**config.mk**
```make
export PLATFORM = sky130hd
export DESIGN_NAME = noc_out_mux2
export DESIGN_NICKNAME = d
export VERILOG_FILES = /design/src/rtl/noc_out_mux2_pkg.sv /design/src/rtl/noc_out_mux2_onehot_dec.sv /design/src/rtl/noc_out_mux2.sv
export SDC_FILE = /design/constraint.sdc
export NUM_CORES = 1
export LEC_CHECK = 0
export CAP_MARGIN = 20
export CORE_ASPECT_RATIO = 1.75
export CORE_MARGIN = 2
export CORE_UTILIZATION = 36
export DETAILED_ROUTE_END_ITERATION = 8
export GPL_ROUTABILITY_DRIVEN = 0
export PLACE_DENSITY = 0.78
export SETUP_SLACK_MARGIN = 0.05
export SYNTH_ARGS = -nofsm -noshare
export SYNTH_HDL_FRONTEND = slang
export SYNTH_SLANG_ARGS = --single-unit
export TNS_END_PERCENT = 100
```
**constraint.sdc**
```tcl
create_clock -name clk -period 1.56 [get_ports clk]
set_input_delay 0.156 -clock clk [delete_from_list [all_inputs] [get_ports clk]]
set_output_delay 0.156 -clock clk [all_outputs]
set_load 0.02 [all_outputs]
```
**src/rtl/noc_out_mux2_pkg.sv**
```systemverilog
// Shared NoC definitions for the output-stage multiplexer.
// - Default widths: flit data, virtual-channel id and router port-select.
// - Flit type codes carried in the top three data bits.
// - Active-high and active-low enable constants.
package noc_out_mux2_pkg;

  localparam int unsigned DATAW  = 67;
  localparam int unsigned VCHW   = 2;
  localparam int unsigned PORTW  = 5;
  localparam int unsigned TYPEW  = 3;

  // The type field sits in data bits [DATAW-1:DATAW-3]. The mux never decodes it.
  typedef enum logic [TYPEW-1:0] {
    FlitNone = 3'd0,
    FlitHead = 3'd1,
    FlitData = 3'd2,
    FlitTail = 3'd3
  } flit_type_e;

  localparam logic Enable   = 1'b1;
  localparam logic Disable  = 1'b0;
  localparam logic EnableN  = 1'b0;
  localparam logic DisableN = 1'b1;

endpackage

```
**src/rtl/noc_out_mux2_onehot_dec.sv**
```systemverilog
// One-hot select decoder for the 2:1 output mux.
// Ports:
//   sel_i   - router port select; only 'b00..01 and 'b00..10 are legal
//   pick0_o - input 0 selected
//   pick1_o - input 1 selected
//   none_o  - no legal selection (zero, both low bits, or any upper bit set)
module noc_out_mux2_onehot_dec
  import noc_out_mux2_pkg::*;
#(
  parameter int unsigned SEL_W = PORTW
) (
  input  logic [SEL_W-1:0] sel_i,
  output logic             pick0_o,
  output logic             pick1_o,
  output logic             none_o
);

  // Exact compares so that any stray upper bit makes the select illegal.
  localparam logic [SEL_W-1:0] Sel0 = SEL_W'(1);
  localparam logic [SEL_W-1:0] Sel1 = SEL_W'(2);

  always_comb begin
    pick0_o = (sel_i == Sel0);
    pick1_o = (sel_i == Sel1);
    none_o  = ~(pick0_o | pick1_o);
  end

endmodule

```
**src/rtl/noc_out_mux2.sv**
```systemverilog
// Registered 2:1 flit multiplexer for a NoC router output port.
// The flit of the input chosen by a one-hot select is registered onto the output
// link one cycle later. Data and VC id registers only load on a forwarded valid
// flit, so the output link does not toggle on idle or unselected cycles.
// Ports:
//   clk, rst_                  - clock (rising edge), async active-low reset
//   idata_0/ivalid_0/ivch_0    - input 0 flit, valid, VC id
//   idata_1/ivalid_1/ivch_1    - input 1 flit, valid, VC id
//   sel                        - one-hot select (bit0 = input 0, bit1 = input 1)
//   odata/ovalid/ovch          - registered output flit, valid, VC id
module noc_out_mux2
  import noc_out_mux2_pkg::*;
#(
  parameter int unsigned DATA_W = DATAW,
  parameter int unsigned VCH_W  = VCHW,
  parameter int unsigned SEL_W  = PORTW
) (
  input  logic              clk,
  input  logic              rst_,
  input  logic [DATA_W-1:0] idata_0,
  input  logic              ivalid_0,
  input  logic [VCH_W-1:0]  ivch_0,
  input  logic [DATA_W-1:0] idata_1,
  input  logic              ivalid_1,
  input  logic [VCH_W-1:0]  ivch_1,
  input  logic [SEL_W-1:0]  sel,
  output logic [DATA_W-1:0] odata,
  output logic              ovalid,
  output logic [VCH_W-1:0]  ovch
);

  logic pick0, pick1, none;

  noc_out_mux2_onehot_dec #(
    .SEL_W (SEL_W)
  ) u_dec (
    .sel_i   (sel),
    .pick0_o (pick0),
    .pick1_o (pick1),
    .none_o  (none)
  );

  logic [DATA_W-1:0] odata_d, odata_q;
  logic              ovalid_d, ovalid_q;
  logic [VCH_W-1:0]  ovch_d, ovch_q;
  logic              capture;

  always_comb begin
    capture  = Disable;
    odata_d  = odata_q;
    ovch_d   = ovch_q;
    ovalid_d = Disable;
    if (!none) begin
      capture  = (pick0 & ivalid_0) | (pick1 & ivalid_1);
      ovalid_d = capture;
    end
    // Hold data/VC on idle cycles to keep the link quiet.
    if (capture) begin
      odata_d = pick1 ? idata_1 : idata_0;
      ovch_d  = pick1 ? ivch_1  : ivch_0;
    end
  end

  always_ff @(posedge clk or negedge rst_) begin
    if (!rst_) begin
      odata_q  <= '0;
      ovalid_q <= Disable;
      ovch_q   <= '0;
    end else begin
      odata_q  <= odata_d;
      ovalid_q <= ovalid_d;
      ovch_q   <= ovch_d;
    end
  end

  assign odata  = odata_q;
  assign ovalid = ovalid_q;
  assign ovch   = ovch_q;

endmodule

```
==> metrics.md, run 1 <==
| Metric | Value |
|---|---|
| Post-synthesis cell type with the largest combined area | `dfrtp_1` |
| Worst path max stage delay | `slightly above 0.6 ns` |
| Crit Path Max Fanout | `2` |
| Endpoints failing setup | `0` |
| Worst Path Buf+Inv | `1` |
| Diodes inserted | `0` |
| Worst-Margin Slew | `0.399 ns` |
| Avg WL per Cell | `19.6 um` |
| Mapped cell area | `~3600 um^2` |
| Post-Route WL | `approximately 15000 um` |
| Post-synthesis xor/xnor area fraction | `0%` |
| Num CTS Buffers | `9` |
| DRC | `0` |
| GRT Max-Usage Layer | `met2` |
| Arr. time, crit path | `roughly 1.3 ns` |
| Fin crit period | `between 1 and 1.5 ns` |
| Post-synth top area share | `slightly below 50%` |
| GR Util met3 | `between 5 and 6%` |
| Grt met1 use | `between 20% and 30%` |
| # rows | `48` |
| Main combinational cell family by area after synthesis | `simple AND/OR/NAND/NOR gates` |
| FF+latch count, synth | `70` |
| Post-synthesis mux area share | `0%` |
| Status | `complete, no violations` |
| Number of H-tree levels | `3` |
| WS Path Type | `reg2out` |
| Total number of vias | `a little over 4000` |
| Chip Height | `roughly 140 um` |
| RSZ-0062 raised after global routing | `false` |
| Adder-cell share of the synthesized area | `0%` |
| Root Driver | `clkbuf_16` |
| Startpoint type of the worst setup path | `flop` |
| Complex-gate fraction of the synthesized area | `16.7%` |
| Clock Latency Late Sink | `about 0.33 ns` |
| Average via count per standard cell | `5.58` |
| Ys Warns | `0` |
| VDD IR-drop max | `0.589 mV` |
| Effective utilization at floorplan | `a little under two fifths` |
| Slowest cell on crit path | `clkdlybuf4s50_1` |
| Mapped Nets | `545` |
| Clock sink count | `70` |
| GR Util met2 | `43.8%` |
| Distinct cell type count after synthesis | `12` |
| PortBufs | `around 220` |
| Max Root-Sink Buffers | `2` |
| GRT Residual Overflow | `0` |
| Cells after Synth | `between 300 and 400` |
| Layout fillers | `roughly 750` |
| Dpl cells | `a little over 700` |
| First drt pass iteration count | `4` |
| Core Box Area | `roughly 10000 um^2` |
| Largest net degree at the start of global routing | `just over 70` |
| Detailed Place HPWL | `between 9000 and 10000 um` |
| Post-Synth Simple-Gate Area | `between 20 and 25%` |
| Syn Area/Cell | `9.12 um^2` |
| Crit-path cells | `clkdlybuf4s50_1` |
| Crit share post-route | `a little over nine tenths` |
| Hold Vio Cnt, Final | `0` |
| Max Fclk | `around 0.67 GHz` |
| Post-CTS setup buffer count | `0` |
| DRT iter0 DRCs | `290` |
| Pwr Density | `roughly 1100 nW/um^2` |
| Final slew viol count | `0` |
| P&R area growth vs syn | `86.9%` |
| Leakage | `between 0.002 and 0.003 uW` |
| Worst EP required | `between 1 and 1.5 ns` |
| Final non-filler cell total | `738` |
| CTS tree | `built` |
| Worst hold path type | `in2async` |
| Max_cap viols | `0` |
| Post-detailed-route count of antenna-violating nets | `0` |
| IO Pins | `217` |
| Dpl cell area | `between 5000 and 6000 um^2` |
| Vias in the first global route | `about 4200` |
| Leading post-synthesis cells by cell area | `dfrtp_1, nor3_1, a311oi_1, inv_1, buf_6` |
| Clock Skew | `0 ns` |
| Die Wd | `79.9 um` |
| First-pass GRT wire length | `a little over 20000 um` |
| Tot GR Track Use | `approximately a quarter` |
| Critical path's top delay family | `buffers and inverters` |
| Initial antenna violation count | `0` |
| Layout cells sized above 1 | `between 10% and 20%` |
| Worst-path clk slew | `roughly 0.050 ns` |
| Register area share after synthesis | `a little under 50%` |
| Slew headroom | `around three quarters` |
| Fin nets | `between 700 and 800` |
| Crit path capture type | `output port` |
| Util after Layout | `68.8%` |
| TNS Setup | `0 ns` |
| Die outline area | `10900 um^2` |
| Finished Cell Area | `roughly 6800 um^2` |
==> per-stage QoR <==
step           hold slack (ns)  worst slack, ns  power (uW)
2_1_floorplan           -0.140           0.0869        3530
6_report                 0.382           0.0733        7130
3_5_place_dp             0.214           -0.424        5050
5_1_grt                  0.435           0.0430        7450
3_3_place_gp             0.207           -0.355        4980
4_1_cts                  0.404           0.0464        7040
==> worst reg2reg max path: cells and delay by family, from the launching register on <==
| family | cells | cell delay (ns) |
|---|---|---|
| AO/OA/AOI/OAI | 1 | 0.29 |
| buffers and inverters | 1 | 0.07 |
| flip-flops | 1 | 0.39 |
==> cell families (layout without fill, tap and decap cells) <==
family,after synthesis,in the layout
buffers and inverters,115,329
AND/OR/NAND/NOR,144,145
AO/OA/AOI/OAI,69,69
flip-flops,70,70
==> report_power, final <==
| group | leakage, uW | internal, uW | switching (uW) | total (uW) |
|---|---|---|---|---|
| Combinational | 0.00193 | 1490 | 1270 | 2770 |
| Clock | 0.000132 | 1110 | 742 | 1850 |
| Sequential | 0.000738 | 2250 | 268 | 2510 |
| Total | 0.00280 | 4850 | 2280 | 7130 |
==> final timing paths <==
kind                                             from               endpoint  slack [ns]  cells after the start
worst max register to register  odata[66]$_DFFE_PN0P_  odata[66]$_DFFE_PN0P_        0.72                      2
worst min-delay path                             rst_  odata[64]$_DFFE_PN0P_        0.38                      3
worst max-delay path            odata[66]$_DFFE_PN0P_              odata[66]        0.07                      1
min in group clk                               sel[4]  odata[11]$_DFFE_PN0P_        0.51                      5
max in group asynchronous                        rst_   odata[3]$_DFFE_PN0P_        0.84                      3
worst min register to register  odata[45]$_DFFE_PN0P_  odata[45]$_DFFE_PN0P_        0.54                      2
==> sequential cells by signal (all words and copies together), names as in the netlist <==
register  count
ovch          2
ovalid        1
odata        67
==> per-layer routing <==
layer | routed length (um) | up-vias | share of wire, %
li1 | - | 1869 | -
met1 | 5180 | 1990 | 36
met2 | 7790 | 220 | 54
met3 | 1080 | 39 | 7.5
met4 | 447 | 0 | 3.1
met5 | 0 | - | 0
==> cell usage after synthesis, drive strengths merged <==
library cell and instances:
inv 69, or2 2, nor3 138, clkbuf 27, nand3b 2, nand2 1, or3 1, dfrtp 70
a311oi 69, buf 19
==> cell usage in the layout (no fill, tap or decap) <==
cell type / Yosys / final
dlymetal6s2s_1: 0 / 8
a311oi_2: 0 / 52
clkinv_2: 0 / 3
a311oi_1: 69 / 17
clkbuf_1: 27 / 2
nand3b_1: 2 / 2
clkinvlp_4: 0 / 1
or2_4: 0 / 3
buf_4: 2 / 6
clkbuf_16: 0 / 14
buf_12: 0 / 12
clkbuf_8: 0 / 1
buf_2: 0 / 1
inv_1: 69 / 69
or3_4: 0 / 1
nand2_1: 1 / 1
buf_6: 14 / 4
dfrtp_1: 70 / 70
clkdlybuf4s50_1: 0 / 207
nor3_2: 0 / 5
nor3_1: 138 / 133
dlygate4sd3_1: 0 / 1
==> layout make-up <==
type	count	area, um^2	area share, %
clock buffers	12	246	3.64
clock inverters	4	22.5	0.332
inverters	69	259	3.82
multi-input cells	214	1700	25.1
flip-flops and latches	70	1750	25.8
well taps	125	156	2.31
repair buffers	244	2640	39.0
==> what timing repair did <==
item | 4_1_cts | 5_1_grt
resized for setup | 39 | 39
pin swaps | 1 | 15
hold buffers | 1 | 0
gates cloned | 0 | 9
setup endpoints to repair | 69 | 75
hold endpoints to repair | 70 | 0
No activity file was read; power rests on OpenSTA's default activity.
==> run 2: changes to the inputs <==
GPL_ROUTABILITY_DRIVEN = default   (was 0)
==> results of run 2 <==
Same layout as run 1: the final DEF is identical, and so are final timing and power.
